### config.mk
export PLATFORM = sky130hd
export DESIGN_NAME = pipe_ctrl_flat
export DESIGN_NICKNAME = d
export VERILOG_FILES = /design/src/rtl/pipe_ctrl_if.sv /design/src/rtl/pipe_ctrl.sv /design/src/flat_wrapper.sv
export SDC_FILE = /design/constraint.sdc
export NUM_CORES = 1
export LEC_CHECK = 0
export CORE_MARGIN = 5
export CORE_UTILIZATION = 49
export DETAILED_ROUTE_END_ITERATION = 16
export PLACE_DENSITY_LB_ADDON = 0.12
export SYNTH_ARGS = -nofsm -noshare
export SYNTH_HDL_FRONTEND = slang
export SYNTH_SLANG_ARGS = --single-unit
### constraint.sdc
create_clock -name clk -period 2.45 [get_ports clk]
set_input_delay 0.245 -clock clk [delete_from_list [all_inputs] [get_ports clk]]
set_output_delay 0.245 -clock clk [all_outputs]
set_load 0.02 [all_outputs]
### src/rtl/pipe_ctrl_if.sv
// Pipeline control bus: per-stage stall requests and the EX branch decision
// flowing into the controller, stall/flush/redirect and statistics flowing out.
interface pipe_ctrl_if;
    logic        if_stall_req_i;
    logic        id_stall_req_i;
    logic        ex_stall_req_i;
    logic        mem_stall_req_i;
    logic        ex_b_flag_i;
    logic [31:0] ex_b_target_i;
    logic [5:0]  stall_o;
    logic        flush_o;
    logic        pc_redirect_o;
    logic [31:0] pc_redirect_addr_o;
    logic [31:0] stall_cycles_o;
    logic [31:0] branch_count_o;
    logic        hang_o;

    // Core side: drives requests and the branch decision, observes control
    modport master (
        output if_stall_req_i, id_stall_req_i, ex_stall_req_i, mem_stall_req_i,
        output ex_b_flag_i, ex_b_target_i,
        input  stall_o, flush_o, pc_redirect_o, pc_redirect_addr_o,
        input  stall_cycles_o, branch_count_o, hang_o
    );

    // Controller side
    modport slave (
        input  if_stall_req_i, id_stall_req_i, ex_stall_req_i, mem_stall_req_i,
        input  ex_b_flag_i, ex_b_target_i,
        output stall_o, flush_o, pc_redirect_o, pc_redirect_addr_o,
        output stall_cycles_o, branch_count_o, hang_o
    );
endinterface

### src/rtl/pipe_ctrl.sv
// Pipeline sequencing controller for the five-stage RV32I core.
// Merges stall requests into a freeze mask, converts EX branch decisions
// into PC redirects plus IF/ID, ID/EX flushes, parks the target while a
// fetch drains, and keeps stall/branch statistics and a hang watchdog.
module pipe_ctrl #(
    parameter int unsigned HANG_LIMIT = 1024
) (
    input  logic         clk,
    input  logic         rst,
    pipe_ctrl_if.slave   io_bus
);
    localparam logic [15:0] LIMIT   = 16'(HANG_LIMIT);
    localparam logic [31:0] CNT_MAX = 32'hFFFF_FFFF;

    typedef enum logic {
        ST_RUN   = 1'b0,
        ST_DRAIN = 1'b1
    } state_t;

    state_t      r_state;
    state_t      w_state_next;
    logic [31:0] r_tgt;
    logic [31:0] w_tgt_next;
    logic        w_accept;
    logic        w_flush;
    logic        w_redirect;
    logic [31:0] w_redirect_addr;
    logic [5:0]  w_stall;

    logic [31:0] r_stall_cycles;
    logic [31:0] r_branch_count;
    logic [15:0] r_run_cnt;
    logic [15:0] w_run_next;
    logic        r_hang;

    // State and pending-target registers
    always_ff @(posedge clk) begin
        if (rst) begin
            r_state <= ST_RUN;
            r_tgt   <= 32'd0;
        end else begin
            r_state <= w_state_next;
            r_tgt   <= w_tgt_next;
        end
    end

    // Branch acceptance, flush and redirect decisions; reset forces all off
    always_comb begin
        w_state_next    = r_state;
        w_tgt_next      = r_tgt;
        w_accept        = 1'b0;
        w_flush         = 1'b0;
        w_redirect      = 1'b0;
        w_redirect_addr = 32'd0;
        case (r_state)
            ST_RUN: begin
                // A branch frozen in EX by an ex/mem stall waits for the
                // first unstalled cycle, so it is accepted exactly once.
                if (io_bus.ex_b_flag_i && !io_bus.ex_stall_req_i &&
                    !io_bus.mem_stall_req_i) begin
                    w_accept = 1'b1;
                    w_flush  = 1'b1;
                    if (!io_bus.if_stall_req_i) begin
                        w_redirect      = 1'b1;
                        w_redirect_addr = io_bus.ex_b_target_i;
                    end else begin
                        // Fetch in flight: park the target until it drains
                        w_tgt_next   = io_bus.ex_b_target_i;
                        w_state_next = ST_DRAIN;
                    end
                end
            end
            ST_DRAIN: begin
                // Keep flushing so the returning stale fetch is discarded
                w_flush = 1'b1;
                if (!io_bus.if_stall_req_i && !io_bus.mem_stall_req_i) begin
                    w_redirect      = 1'b1;
                    w_redirect_addr = r_tgt;
                    w_state_next    = ST_RUN;
                end
            end
            default: w_state_next = ST_RUN;
        endcase
        if (rst) begin
            w_accept        = 1'b0;
            w_flush         = 1'b0;
            w_redirect      = 1'b0;
            w_redirect_addr = 32'd0;
        end
    end

    // Freeze mask: deepest requesting stage wins; a redirect unfreezes PC and IF/ID
    always_comb begin
        w_stall = 6'b000000;
        if (io_bus.mem_stall_req_i)
            w_stall = 6'b011111;
        else if (io_bus.ex_stall_req_i)
            w_stall = 6'b001111;
        else if (io_bus.id_stall_req_i && !w_flush)
            w_stall = 6'b000111;
        else if (io_bus.if_stall_req_i)
            w_stall = 6'b000011;
        if (w_redirect)
            w_stall[1:0] = 2'b00;
        if (rst)
            w_stall = 6'b000000;
    end

    // Watchdog run length: counts consecutive PC-stall cycles, saturating at the limit
    always_comb begin
        w_run_next = 16'd0;
        if (w_stall[0])
            w_run_next = (r_run_cnt >= LIMIT) ? LIMIT : r_run_cnt + 16'd1;
    end

    // Saturating statistics counters and sticky hang flag
    always_ff @(posedge clk) begin
        if (rst) begin
            r_stall_cycles <= 32'd0;
            r_branch_count <= 32'd0;
            r_run_cnt      <= 16'd0;
            r_hang         <= 1'b0;
        end else begin
            if (w_stall[0] && r_stall_cycles != CNT_MAX)
                r_stall_cycles <= r_stall_cycles + 32'd1;
            if (w_accept && r_branch_count != CNT_MAX)
                r_branch_count <= r_branch_count + 32'd1;
            r_run_cnt <= w_run_next;
            if (w_run_next == LIMIT)
                r_hang <= 1'b1;
        end
    end

    assign io_bus.stall_o            = w_stall;
    assign io_bus.flush_o            = w_flush;
    assign io_bus.pc_redirect_o      = w_redirect;
    assign io_bus.pc_redirect_addr_o = w_redirect_addr;
    assign io_bus.stall_cycles_o     = r_stall_cycles;
    assign io_bus.branch_count_o     = r_branch_count;
    assign io_bus.hang_o             = r_hang;
endmodule

### src/flat_wrapper.sv
// flat-port wrapper written by rule: the top's interface ports become plain ports
module pipe_ctrl_flat 
#(
    parameter int unsigned HANG_LIMIT = 1024
)
  (clk, rst, io_bus_if_stall_req_i, io_bus_id_stall_req_i, io_bus_ex_stall_req_i, io_bus_mem_stall_req_i, io_bus_ex_b_flag_i, io_bus_ex_b_target_i, io_bus_stall_o, io_bus_flush_o, io_bus_pc_redirect_o, io_bus_pc_redirect_addr_o, io_bus_stall_cycles_o, io_bus_branch_count_o, io_bus_hang_o);
  pipe_ctrl_if io_bus_i ();
  input  logic clk;
  input  logic rst;
  input wire logic [$bits(io_bus_i.if_stall_req_i)-1:0] io_bus_if_stall_req_i;
  input wire logic [$bits(io_bus_i.id_stall_req_i)-1:0] io_bus_id_stall_req_i;
  input wire logic [$bits(io_bus_i.ex_stall_req_i)-1:0] io_bus_ex_stall_req_i;
  input wire logic [$bits(io_bus_i.mem_stall_req_i)-1:0] io_bus_mem_stall_req_i;
  input wire logic [$bits(io_bus_i.ex_b_flag_i)-1:0] io_bus_ex_b_flag_i;
  input wire logic [$bits(io_bus_i.ex_b_target_i)-1:0] io_bus_ex_b_target_i;
  output wire logic [$bits(io_bus_i.stall_o)-1:0] io_bus_stall_o;
  output wire logic [$bits(io_bus_i.flush_o)-1:0] io_bus_flush_o;
  output wire logic [$bits(io_bus_i.pc_redirect_o)-1:0] io_bus_pc_redirect_o;
  output wire logic [$bits(io_bus_i.pc_redirect_addr_o)-1:0] io_bus_pc_redirect_addr_o;
  output wire logic [$bits(io_bus_i.stall_cycles_o)-1:0] io_bus_stall_cycles_o;
  output wire logic [$bits(io_bus_i.branch_count_o)-1:0] io_bus_branch_count_o;
  output wire logic [$bits(io_bus_i.hang_o)-1:0] io_bus_hang_o;
  assign io_bus_i.if_stall_req_i = io_bus_if_stall_req_i;
  assign io_bus_i.id_stall_req_i = io_bus_id_stall_req_i;
  assign io_bus_i.ex_stall_req_i = io_bus_ex_stall_req_i;
  assign io_bus_i.mem_stall_req_i = io_bus_mem_stall_req_i;
  assign io_bus_i.ex_b_flag_i = io_bus_ex_b_flag_i;
  assign io_bus_i.ex_b_target_i = io_bus_ex_b_target_i;
  assign io_bus_stall_o = io_bus_i.stall_o;
  assign io_bus_flush_o = io_bus_i.flush_o;
  assign io_bus_pc_redirect_o = io_bus_i.pc_redirect_o;
  assign io_bus_pc_redirect_addr_o = io_bus_i.pc_redirect_addr_o;
  assign io_bus_stall_cycles_o = io_bus_i.stall_cycles_o;
  assign io_bus_branch_count_o = io_bus_i.branch_count_o;
  assign io_bus_hang_o = io_bus_i.hang_o;
  pipe_ctrl #(.HANG_LIMIT(HANG_LIMIT)) u_core (.clk(clk), .rst(rst), .io_bus(io_bus_i));
endmodule
==> results.toml <==
[run_status]
status = "complete, no violations"

[detailed_routing]
drt-total-wl_mm = 16.2
viasPerCell = 5.74
ant_nets = 0
drt_iter0_drc = 413
drc_errors = 0
wire_per_inst_um = 16.0
drt-pass1-iter-count = 5
vias = 5825

[placement]
dp.cells = 978
port_buffers = 142
routabilityCongestion = 0.837
post-place-ws_ns = -0.359
place_area_sq_um = 7290
dp_hpwl_mm = 11.0

[clock_network]
clock-root-buffer = "clkbuf_8"
clkLatencyLatePin_ns = 0.53
cts_tree = "yes"
cts_sinks = 114
cts_buffers = 17
h-tree-depth = 4
clk_path_buf_depth = 2
clkTransAtPathRegs_ns = 0.06

[pwr]
combPwrFrac_pct = 5.7
switching_share_pct = 20.8
peakVddDrop_uv = 490
p_leak_nw = 2.81
powerDensity_nw_per_um2 = 619
power_frac_clock_pct = 55.4
p_sw_w = 0.00101
intPower_w = 0.00386
power_frac_seq_pct = 38.9
total_power_w = 0.00488

[timing]
skew_ns = 0.00509
hold_viol_final = 0
fin_ws_ns = 0.0319
slew_violations = 0
rsz0062_at_grt = "yes"
period_share_pct = 98.7
finalSetupViolations = 0
relSlewSlack_pct = 58.9
final.min_clock_period_ns = 2.42
worst_pin_slew_ns = 0.612
fmax_ghz = 0.414

[yosys]
syn_area_sq_um = 5430
yosys.area.top_type = "dfxtp_1"
ys_seq_area_share_pct = 42.0
synth-seq-cells = 114
ys_types = 53
ys.flop_type = "dfxtp_1"
synth.avg_cell_area_sq_um = 7.94
synth_top_area_share_pct = 42.0
syn_inst = 684
synth_edf_count = 0
synth_warnings = 0
async_flop_share_pct = 0
synthTopCellsByArea = "dfxtp_1, a21oi_1, nand2_1"

[min_path]
hold_path_class = "input port to flop"

[flow_run]
maxCapViolCount = 0

[finish]
layout_commonest_cell = "dfxtp_1"
fillers = 857
diodes = 0
area_growth_pct = 45.0
final_nets = 905
final_cell_area_sq_um = 7880
ff_latch_area_sq_um = 2280
drive_gt1_share_pct = 15.3
multi_input_area_sq_um = 2980
mostFrequentLayoutCells = "dfxtp_1, clkdlybuf4s50_1, nand2_1"
fin_cells = 1015

[global_routing]
grt_pass1_vias = 5644
grt_first_pass_wirelength_mm = 26.4
grt_overflow_total = 0
antenna_found_initial = 0
grt_start_max_net_pins = 45
grt_usage_pct = 24.5

[floorplanning]
num_io_pins = 144
die_x_um = 115
core_area_sq_um = 10800
row_count = 38
die_y_um = 115
start_util_pct = 50.1
die_area_sq_um = 13300

[worst_setup_path]
worst_ep_arrival_time_ns = 2.17
max_stage_delay_ns = 0.51
path_class = "flop to primary output"
cp.required_ns = 2.20
cp_max_fo = 13
cp-start-kind = "flop"
crit_slowest_cell = "or4b_4"
end_kind = "primary output"
path_cells = "or4b_4, nor2_4, buf_12, buf_4, a22oi_1, nor2_1, buf_4"
crit_top_cell = "buf_4"
==> path summary, 6_finish.rpt <==
| kind | slack, ns | to | from | cells past startpoint |
|---|---|---|---|---|
| setup / recovery | 0.03 | io_bus_pc_redirect_addr_o[30] | u_core.r_state$_SDFF_PP0_ | 7 |
| hold / removal | 0.05 | u_core.r_state$_SDFF_PP0_ | rst | 3 |
| setup reg to reg | 0.13 | u_core.io_bus.stall_cycles_o[28]$_SDFFE_PP0P_ | u_core.r_state$_SDFF_PP0_ | 7 |
| hold reg to reg | 0.46 | u_core.r_tgt[11]$_SDFFE_PP0P_ | u_core.r_tgt[11]$_SDFFE_PP0P_ | 2 |
==> logic make-up after synthesis <==
group                    after synthesis  synth area share (%)
buffers and inverters                 53                  3.92
XOR/XNOR                              23                  3.71
multiplexers                           5                 0.968
adder cells (fa/ha/maj)                4                 0.921
other                                  1                0.0690
AND/OR/NAND/NOR                      308                  28.5
AO/OA/AOI/OAI                        176                  19.9
flip-flops                           114                  42.0
==> power by group through the flow <==
stage          sequential (W)  clock (W)  combinational (W)
6_report              0.00190    0.00270           0.000279
4_1_cts               0.00189    0.00273           0.000276
2_1_floorplan         0.00194          0           0.000112
5_1_grt               0.00190    0.00282           0.000302
3_3_place_gp          0.00193          0           0.000269
3_5_place_dp          0.00193          0           0.000274
==> sequential cells by signal (all words and copies together) (netlist names) <==
signal and cells:
u_core.r_state 1, u_core.r_run_cnt 16, u_core.io_bus.hang_o 1, u_core.io_bus.branch_count_o 32, u_core.io_bus.stall_cycles_o 32, u_core.r_tgt 32
==> through the flow <==
stage          utilization, %  hold slack, ns  setup TNS, ns
2_1_floorplan               -           0.369              0
3_3_place_gp             67.2           0.439         -11.73
3_5_place_dp             67.2           0.451         -16.85
4_1_cts                  72.4          0.0251              0
5_1_grt                  72.6          0.0533         -0.366
6_report                 72.6          0.0491              0
==> critical path, delay by kind of cell (launching register included) <==
kind	cells	cell delay, ns
compound gates	1	0.06
simple gates	3	0.80
buf+inv	3	0.45
flops	1	0.35
==> area by class of cell <==
cell class,instances,area share [%]
repair buffers,193,22.1
clock buffers,22,6.01
inverters,14,0.667
flip-flops and latches,114,29.0
multi-input cells,522,37.8
well taps,140,2.22
clock inverters,10,2.26
==> metal layers <==
layer,track usage [%],up-vias,part of all wire (%)
li1,-,2833,-
met1,28.9,2754,41
met2,41.1,209,50
met3,7.26,29,7.1
met4,11.1,0,1.9
met5,0,-,0
==> synth_stat cells (4+ instances only) <==
cell type,number
o21ai_0,31
and3_1,8
nor3_1,8
o2111ai_1,6
a22oi_1,33
or4_1,14
nand4_1,17
o31ai_1,11
nand3_1,24
nor4_1,7
o211ai_1,6
inv_1,13
nand2_1,99
a21oi_1,75
or3_1,29
xor2_1,16
clkbuf_1,29
xnor2_1,7
nor2_1,72
ha_1,4
buf_2,5
dfxtp_1,114
and4_1,5
==> repair_timing <==
item / in CTS / in global routing
resized for setup: 140 / 11
pin swaps: 1 / 2
cloned: 1 / 0
endpoints found under the setup margin: 35 / 26
hold buffers: 0 / 0
setup buffers: 4 / 0
hold endpoints to repair: 0 / 0
Power figures use the tool's default switching activity.
